[src/rtl/slot_pkg.sv]
// Shared types and constants for the three-reel slot sequencer.
package slot_pkg;

  localparam int REEL_W = 4;

  typedef enum logic [2:0] {
    IDLE   = 3'd0,
    SPIN0  = 3'd1,
    SPIN1  = 3'd2,
    SPIN2  = 3'd3,
    JUDGE  = 3'd4,
    RESULT = 3'd5
  } state_t;

  localparam logic [1:0] WIN_NONE    = 2'b00;
  localparam logic [1:0] WIN_PAIR    = 2'b01;
  localparam logic [1:0] WIN_JACKPOT = 2'b10;

endpackage

[src/rtl/slot_judge.sv]
// Combinational win classifier for three reel digits; also used by the display path.
module slot_judge
  import slot_pkg::*;
(
  input  logic [REEL_W-1:0] reel0,
  input  logic [REEL_W-1:0] reel1,
  input  logic [REEL_W-1:0] reel2,
  output logic [1:0]        win
);

  always_comb begin
    win = WIN_NONE;
    if (reel0 == reel1 && reel1 == reel2) begin
      win = WIN_JACKPOT;
    end else if (reel0 == reel1 || reel1 == reel2 || reel0 == reel2) begin
      win = WIN_PAIR;
    end
  end

endmodule

[src/rtl/slot_ctrl.sv]
// Three-reel slot game sequencer: reel enables, stop-on-press, win judging, credits.
//
// state  | meaning
// IDLE   | waiting for a start press (needs credit > 0)
// SPIN0  | all reels spinning, next press stops reel 0
// SPIN1  | reels 1,2 spinning, next press stops reel 1
// SPIN2  | reel 2 spinning, next press stops reel 2
// JUDGE  | one cycle: classify final digits, pay out
// RESULT | show result for RESULT_TICKS ticks, then back to IDLE
module slot_ctrl
  import slot_pkg::*;
#(
  parameter int RESULT_TICKS = 3,
  parameter int INIT_CREDIT  = 10,
  parameter int JACKPOT_PAY  = 10,
  parameter int PAIR_PAY     = 2,
  parameter int CREDIT_MAX   = 99
) (
  input  logic              clk,
  input  logic              i_sclr_n,
  input  logic              i_tick,
  input  logic              i_btn_pulse,
  input  logic [REEL_W-1:0] i_reel0,
  input  logic [REEL_W-1:0] i_reel1,
  input  logic [REEL_W-1:0] i_reel2,
  output logic [2:0]        o_reel_en,
  output logic              o_busy,
  output logic              o_result_vld,
  output logic [1:0]        o_win,
  output logic [6:0]        o_credit
);

  localparam int CNT_W = (RESULT_TICKS > 1) ? $clog2(RESULT_TICKS) : 1;

  state_t           state, state_nxt;
  logic [2:0]       spin_mask;
  logic [CNT_W-1:0] tick_cnt;
  logic [6:0]       credit;
  logic [1:0]       win;
  logic [1:0]       judge_win;
  logic [7:0]       pay;
  logic [7:0]       credit_sum;
  logic [6:0]       credit_paid;
  logic             start;
  logic             last_tick;

  slot_judge u_judge (
    .reel0 (i_reel0),
    .reel1 (i_reel1),
    .reel2 (i_reel2),
    .win   (judge_win)
  );

  assign start     = i_btn_pulse && (credit != 7'd0);
  assign last_tick = i_tick && (tick_cnt == CNT_W'(RESULT_TICKS - 1));

  // Payout is summed at 8 bits so the clamp sees any overshoot past CREDIT_MAX.
  always_comb begin
    pay = 8'd0;
    case (judge_win)
      WIN_JACKPOT: pay = 8'(JACKPOT_PAY);
      WIN_PAIR:    pay = 8'(PAIR_PAY);
      default:     pay = 8'd0;
    endcase
    credit_sum  = {1'b0, credit} + pay;
    credit_paid = (credit_sum > 8'(CREDIT_MAX)) ? 7'(CREDIT_MAX) : credit_sum[6:0];
  end

  always_ff @(posedge clk) begin
    if (!i_sclr_n) state <= IDLE;
    else           state <= state_nxt;
  end

  always_comb begin
    state_nxt = state;
    case (state)
      IDLE:    if (start)       state_nxt = SPIN0;
      SPIN0:   if (i_btn_pulse) state_nxt = SPIN1;
      SPIN1:   if (i_btn_pulse) state_nxt = SPIN2;
      SPIN2:   if (i_btn_pulse) state_nxt = JUDGE;
      JUDGE:                    state_nxt = RESULT;
      RESULT:  if (last_tick)   state_nxt = IDLE;
      default:                  state_nxt = IDLE;
    endcase
  end

  always_ff @(posedge clk) begin
    if (!i_sclr_n) begin
      spin_mask <= 3'b000;
      tick_cnt  <= '0;
      win       <= WIN_NONE;
      credit    <= 7'(INIT_CREDIT);
    end else begin
      case (state)
        IDLE: if (start) begin
          credit    <= credit - 7'd1;
          spin_mask <= 3'b111;
          win       <= WIN_NONE;
        end
        SPIN0: if (i_btn_pulse) spin_mask[0] <= 1'b0;
        SPIN1: if (i_btn_pulse) spin_mask[1] <= 1'b0;
        SPIN2: if (i_btn_pulse) spin_mask[2] <= 1'b0;
        JUDGE: begin
          win      <= judge_win;
          credit   <= credit_paid;
          tick_cnt <= '0;
        end
        RESULT: if (i_tick) tick_cnt <= tick_cnt + CNT_W'(1);
        default: spin_mask <= 3'b000;
      endcase
    end
  end

  always_comb begin
    o_reel_en    = spin_mask & {3{i_tick}};
    o_busy       = (state != IDLE);
    o_result_vld = (state == RESULT);
    o_win        = win;
    o_credit     = credit;
  end

endmodule

[config.mk]
export PLATFORM = sky130hd
export DESIGN_NAME = slot_ctrl
export DESIGN_NICKNAME = d
export VERILOG_FILES = /design/src/rtl/slot_pkg.sv /design/src/rtl/slot_judge.sv /design/src/rtl/slot_ctrl.sv
export SDC_FILE = /design/constraint.sdc
export NUM_CORES = 1
export LEC_CHECK = 0
export CAP_MARGIN = 15
export CORE_MARGIN = 2
export CORE_UTILIZATION = 30
export DETAILED_ROUTE_END_ITERATION = 10
export DONT_BUFFER_PORTS = 1
export MAX_ROUTING_LAYER = met4
export PLACE_DENSITY = 0.44
export REMOVE_ABC_BUFFERS = 1
export SETUP_SLACK_MARGIN = 0.3
export SYNTH_ARGS = -nofsm -noshare
export SYNTH_HDL_FRONTEND = slang
export SYNTH_SLANG_ARGS = --single-unit
[constraint.sdc]
create_clock -name clk -period 2.13 [get_ports clk]
set_clock_uncertainty 0.05 [all_clocks]
set_input_delay 0.1065 -clock clk [delete_from_list [all_inputs] [get_ports clk]]
set_output_delay 0.1065 -clock clk [all_outputs]
set_load 0.01 [all_outputs]
==> impl_results.md, run 1 <==
* # diodes at 0
* CTS Buffer Depth at 2
* CP endpoint: o_credit[3]
* Sequential cell area fraction in the yosys report at roughly 23%
* Crit-path max FO at 5
* WL/cell at between 15 and 20 um
* CTS tree: yes
* Cells after Synth at between 150 and 200
* Area Overhead vs Synth at 25.6%
* Post-route ant nets at 0
* Worst-Margin Slew at between 0.5 and 0.6 ns
* P_int at ~610 uW
* Pleak at 0.000655 uW
* Share of the synthesized area in the top cell type at 23.2%
* GPL Wtd Cong at around 0.94
* VDD IR max at about 0.23 mV
* FF+latch count, synth at 17
* Placed cell count at 267
* Post-synth EDFFs at 0
* Core area at around 4700 sq um
* Initial antenna violation count at 0
* Worst-skew pair later-pin latency at roughly 0.26 ns
* Final period utilization at 93.6%
* GR Overflow Total at 0
* Cell with the most instances after synthesis: dfxtp_1
* Post-DP HPWL at between 3 and 4 mm
* Final min period at roughly 2.0 ns
* RSZ-0062 raised after global routing: true
* Max_cap viols at 0
* R2r setup slk at roughly 0.14 ns
* Yosys warning count at 0
* Sw frac at 32.9%
* Vias post-DR at 1477
* WP data required at 2.24 ns
* Starting Density at between 30% and 40%
* R2r startpoint: o_credit[2]
* Status: complete, no violations
* Area leader, netlist: dfxtp_1
* Rows at 25
* Comb power frac at between 30% and 40%
* Hold Crit Class: input port to register
* Multi-input gate area at around 1100 sq um
* CP Class: register to register
* Ys async rst share at 0%
* GR Util All Layers at 18.6%
* IO Count at 30
* Worst Reg-to-Reg Cells at 6
* Vias in the first global route at 1568
* F_max at 0.501 GHz
* Register Area at around 350 sq um
* Worst slew margin at 62.7%
* DRC Markers at 0
* Max Slew Vio Count at 0
* Ratio of cells with drive above 1 in the final layout at between 20% and 30%
* Clock power frac at 28.2%
* Synth Flop Type: dfxtp_1
* Clock-pin slew on the worst setup and hold paths at ~0.08 ns
* CP Launch Point: o_credit[2]
* Final core occ at roughly 39%
* Tot Pwr at just over 900 uW
* TNS Setup at 0 ns
* Port bufs at 0
* Num CTS Buffers at 3
* Fill cells at about 490
* Final non-filler cell area at ~1800 sq um
* Full die area at 5460 sq um
* Wire length of the first global-routing pass at roughly 7.6 mm
* Switching pwr at 299 uW
* Syn Area/Cell at slightly below 8 sq um
* CTS Root Buffer Type: clkbuf_8
* Via density at 5.39
* Commonest cells post-synth: 17 x dfxtp_1, 14 x nor2_1, 14 x xnor2_1
* Seq pwr share at about 40%
* R2r endpoint: o_credit[3]
* Die Span Y at 73.9 um
* DP Area at around 1700 sq um
* Post-Syn Area at 1470 sq um
* Worst Path Arrival at 2.10 ns
* Nets at 230
* Hold Vio Cnt, Final at 0
* Die W at ~74 um
* Crit. End Element: register
* Final WL at about 4.4 mm
* Setup Viol. Count Final at 0
* Synth top area cells: dfxtp_1 23%, xnor2_1 8.4%, ha_1 5.1%, a21oi_1 4.1%, nor2_1 3.6%
* Largest net degree at the start of global routing at 19
* Clock Sinks at 17
* H-tree depth at 1
* Post-Layout Cell Count at 274
* Initial DRC count at 40
* Detailed Routing Iterations Pass 1 at 4
* Pwr per Cell Area at just under 500 nW/um^2
* Synth unique cells at 54
* Critical path startpoint category: register
-- repair_timing --
item,4_1_cts,5_1_grt
resized for setup,18,7
pin swaps,8,7
endpoints found under the setup margin,8,9
hold endpoints to repair,14,0
cloned,0,0
hold buffers,1,0
setup buffers,2,0
-- cell families after synthesis --
logic type,share of synthesized area (%)
compound gates,23.2
xor+xnor,9.56
fa+ha+maj,5.12
buf+inv,6.23
flops,23.2
mux,0.768
simple gates,31.9
-- how the worst min path moves through the flow --
stage,from,cells after the start,slack [ns],end
floorplan,i_sclr_n,1,0.17,o_credit[0]
global placement,i_sclr_n,1,0.18,o_credit[0]
detailed placement,i_sclr_n,1,0.19,tick_cnt[0]
CTS,i_sclr_n,3,0.02,o_credit[1]
global route,i_sclr_n,3,0.03,o_credit[1]
finish,i_sclr_n,3,0.02,o_credit[1]
-- routing by layer --
metal	up-vias	share of wire (%)	routed length (um)	track usage, %
li1	729	-	-	-
met1	702	43	1910	22.1
met2	42	50	2230	31.3
met3	4	5.6	248	3.02
met4	0	1.3	56	6.87
met5	-	0	0	-
-- critical path, stage by stage, from the launching register on --
cell and delay, ns:
dfxtp_2 0.38, buf_4 0.19, or4_4 0.53, o211a_4 0.28, a22oi_1 0.18, nand2_1 0.08
a31o_1 0.20
-- final cells by class --
cell class | count | area share (%)
inverter | 8 | 1.63
clock buffer | 3 | 2.24
sequential | 17 | 18.7
timing repair buffer | 25 | 10.3
multi-input combinational | 153 | 62.2
tap | 67 | 4.55
clock inverter | 1 | 0.272
-- power by group through the flow --
stage               sequential, uW  combinational (uW)  clock (uW)
global route                   361                 328         281
floorplan                      376                 153           0
detailed placement             359                 259           0
global placement               359                 256           0
finish                         358                 296         256
CTS                            356                 289         260
-- placed cells by master, fill, tap and decap left out, types with 2 or more instances in the layout --
| cell type | instances |
|---|---|
| a21boi_0 | 2 |
| a21boi_1 | 2 |
| a21o_1 | 2 |
| a21oi_1 | 11 |
| a22oi_1 | 3 |
| a31o_1 | 2 |
| and2_1 | 6 |
| buf_4 | 24 |
| clkbuf_8 | 3 |
| dfxtp_1 | 13 |
| dfxtp_2 | 4 |
| ha_1 | 3 |
| ha_4 | 3 |
| inv_1 | 7 |
| nand2_1 | 10 |
| nand2b_1 | 3 |
| nand3_1 | 6 |
| nand3_2 | 2 |
| nand4_1 | 3 |
| nor2_1 | 14 |
| nor2b_1 | 7 |
| nor3_1 | 4 |
| nor3b_1 | 3 |
| nor3b_2 | 2 |
| nor4_1 | 4 |
| o21ai_0 | 7 |
| o21ai_1 | 5 |
| or3_1 | 3 |
| or3b_4 | 2 |
| or4_4 | 2 |
| xnor2_1 | 14 |
| xor2_1 | 2 |
-- state kept, by name (all words and copies together), names as in the netlist --
register and flops:
o_credit 7, o_win 2, spin_mask 3, state 3, tick_cnt 2
-- metrics by stage --
stage | hold WS, ns | setup slack [ns]
floorplan | 0.167 | -0.0346
global placement | 0.178 | -0.0879
detailed placement | 0.187 | -0.0864
CTS | 0.0184 | 0.120
global route | 0.0291 | 0.0710
finish | 0.0151 | 0.135
(Power assumes the default switching activity.)
==> run 2, diff against run 1 <==
--- a/config.mk
+++ b/config.mk
@@ -5,13 +5,13 @@
 export SDC_FILE = /design/constraint.sdc
 export NUM_CORES = 1
 export LEC_CHECK = 0
+export ABC_CLOCK_PERIOD_IN_PS = 2130
 export CAP_MARGIN = 15
-export CORE_MARGIN = 2
-export CORE_UTILIZATION = 30
+export CORE_UTILIZATION = 35
 export DETAILED_ROUTE_END_ITERATION = 10
 export DONT_BUFFER_PORTS = 1
 export MAX_ROUTING_LAYER = met4
-export PLACE_DENSITY = 0.44
+export PLACE_DENSITY = 0.5
 export REMOVE_ABC_BUFFERS = 1
 export SETUP_SLACK_MARGIN = 0.3
 export SYNTH_ARGS = -nofsm -noshare
==> run 2 against run 1 <==
The flow now finishes with violations (design-rule violations). Critical path depth grew 2. Flip-flop and latch count is the same. Maximum frequency grew 3.4%. Wire length shrank 4.5%. Clock power grew 3%. Register-to-register slack gained 0.06 ns. Via count shrank 0.41%. Non-clock buffer count grew 4. Worst hold slack lost 0.0020 ns. Critical path type unchanged. Combinational power grew 4%. Sequential share of layout area shrank 0.26 points.
==> impl_results.md, run 2 (synthesized netlist as in run 1, its figures left out) <==
* Status: finished with violations
* Failing checks: design-rule violations
* Post-route ant nets at 0
* R2r endpoint: o_credit[2]
* Hold Path End: o_credit[1]
* Initial DRC count at 58
* WL/cell at ~16 um
* Hold Vio Cnt, Final at 0
* Die W at about 67 um
* Via density at between 5 and 6
* F_max at 0.518 GHz
* VDD IR max at 0.221 mV
* R2r setup slk at between 0.2 and 0.25 ns
* Hold Crit Class: input port to register
* Post-DP HPWL at between 3 and 4 mm
* Clock-pin slew on the worst setup and hold paths at about 0.08 ns
* Vias in the first global route at roughly 1400
* Worst path max stage delay at between 0.3 and 0.4 ns
* Hold Path Depth at 3
* CTS Root Buffer Type: clkbuf_8
* Detailed Routing Iterations Pass 1 at 7
* Crit. End Element: register
* Worst slew margin at 64.3%
* R2r startpoint: o_credit[1]
* GPL Wtd Cong at 0.905
* Ratio of cells with drive above 1 in the final layout at between 20% and 30%
* Final non-filler cell area at roughly 1900 sq um
* DRC Markers at 2
* Met2 wire length at ~2.2 mm
* Worst Reg-to-Reg Cells at 8
* Crit-path max FO at 3
* Nets at ~230
* Worst-Margin Slew at around 0.53 ns
* CTS Buffer Depth at 2
* Max FFs per register at 7
* Max Slew Vio Count at 0
* Placed cell count at ~250
* Wire length of the first global-routing pass at approximately 6.6 mm
* CP Class: register to register
* Largest net degree at the start of global routing at 17
* Num CTS Buffers at 3
* Most frequent cell on the critical path: ha_4
* Cell chain of the critical path: ha_4, ha_4, a21o_1, and3_1, nor3_1, buf_4, nand3_1, a31oi_1
* Setup Viol. Count Final at 0
* Most frequent cells in the layout: 27 x buf_4, 15 x dfxtp_1, 13 x nor2_1, 12 x xnor2_1
* WP data required at around 2.3 ns
* Worst setup margin at ~0.2 ns
* Vias post-DR at between 1000 and 1500
* Post-Layout Cell Count at roughly 260
* Pwr per Cell Area at approximately 500 nW/um^2
* Hold path start: i_sclr_n
* Sw frac at about a third
* Critical path startpoint category: register
* Final WL at around 4.2 mm
* Tot Pwr at 931 uW
* Clock power frac at 28.3%
* CTS tree: yes
* Die Span Y at 66.7 um
* DP Worst Slack at -0.123 ns
* Area Overhead vs Synth at 27.4%
* Rows at 23
* Pleak at 0.000684 uW
* Core area at ~4000 sq um
* # diodes at 0
* Comb power frac at 33.0%
* Worst-skew pair later-pin latency at approximately 0.27 ns
* DRT met1 WL at around 1.9 mm
* Seq pwr share at roughly two fifths
* Met3 wire length at ~140 um
* Switching pwr at between 300 and 400 uW
* Worst path slowest cell: dfxtp_2
* Highest metal used: met4
* Clock Sinks at 17
* P_int at approximately 620 uW
* Starting Density at between 30 and 40%
* Initial antenna violation count at 0
* GR Overflow Total at 0
* Full die area at about 4500 sq um
* H-tree depth at 1
* Port bufs at 0
* Worst Path Arrival at between 2 and 2.5 ns
* Most common cell after layout, fill and taps aside: buf_4
* RSZ-0062 raised after global routing: true
* Final min period at around 1.9 ns
* Fill cells at 400
* Final period utilization at 90.6%
* GR Util All Layers at slightly above 20%
* IO Count at 30
* Max_cap viols at 0
* DP Area at 1640 sq um
run 2: worst max path at each step:
stage	startpoint	end	depth (start not counted)	slack (ns)
global placement	i_reel1[2]	o_credit[4]	10	-0.05
floorplan	i_reel1[2]	o_credit[4]	10	-0.03
detailed placement	i_reel1[2]	o_credit[4]	10	-0.12
global route	i_reel0[3]	o_credit[1]	10	0.13
finish	o_credit[1]	o_credit[2]	8	0.20
CTS	o_credit[1]	o_credit[4]	7	0.18
run 2: routing by layer:
metal / vias to the layer above / global-route usage (%)
met5: - / -
met4: 0 / 7.98
met3: 3 / 3.25
met2: 28 / 36.0
met1: 706 / 22.6
li1: 734 / -
run 2: power groups by stage:
stage	Sequential (uW)	Clock, uW	Combinational [uW]
floorplan	376	0	153
global placement	363	0	250
detailed placement	362	0	252
CTS	359	267	277
global route	363	281	335
finish	360	264	307
run 2: critical path, delay by kind of cell, from the launching register on:
family | cells | cell delay (ns)
flops | 1 | 0.34
compound gates | 2 | 0.38
fa+ha+maj | 2 | 0.33
buf+inv | 1 | 0.17
simple gates | 3 | 0.59
run 2: timing repair:
| item | 4_1_cts | 5_1_grt |
|---|---|---|
| hold buffers | 1 | 0 |
| pin swaps | 3 | 8 |
| buffers inserted | 1 | 4 |
| endpoints found under the setup margin | 8 | 8 |
| gates resized for setup | 16 | 15 |
| hold endpoints to repair | 14 | 0 |
run 2: layout make-up:
cell class	instances	area, sq um	area share [%]
clock buffer	3	41.3	2.21
clock inverter	1	5.00	0.268
inverter	8	30.0	1.61
multi-input combinational	153	1160	62.1
sequential	17	345	18.5
tap	50	62.6	3.35
timing repair buffer	29	224	12.0
run 2: stage by stage:
| stage | hold slack (ns) | utilization, % | TNS, ns |
|---|---|---|---|
| finish | 0.0131 | 46.7 | 0 |
| global route | 0.0340 | 46.7 | 0 |
| CTS | 0.0187 | 44.4 | 0 |
| detailed placement | 0.182 | 41.0 | -0.255 |
| global placement | 0.173 | 41.0 | -0.0469 |
| floorplan | 0.167 | - | -0.0346 |
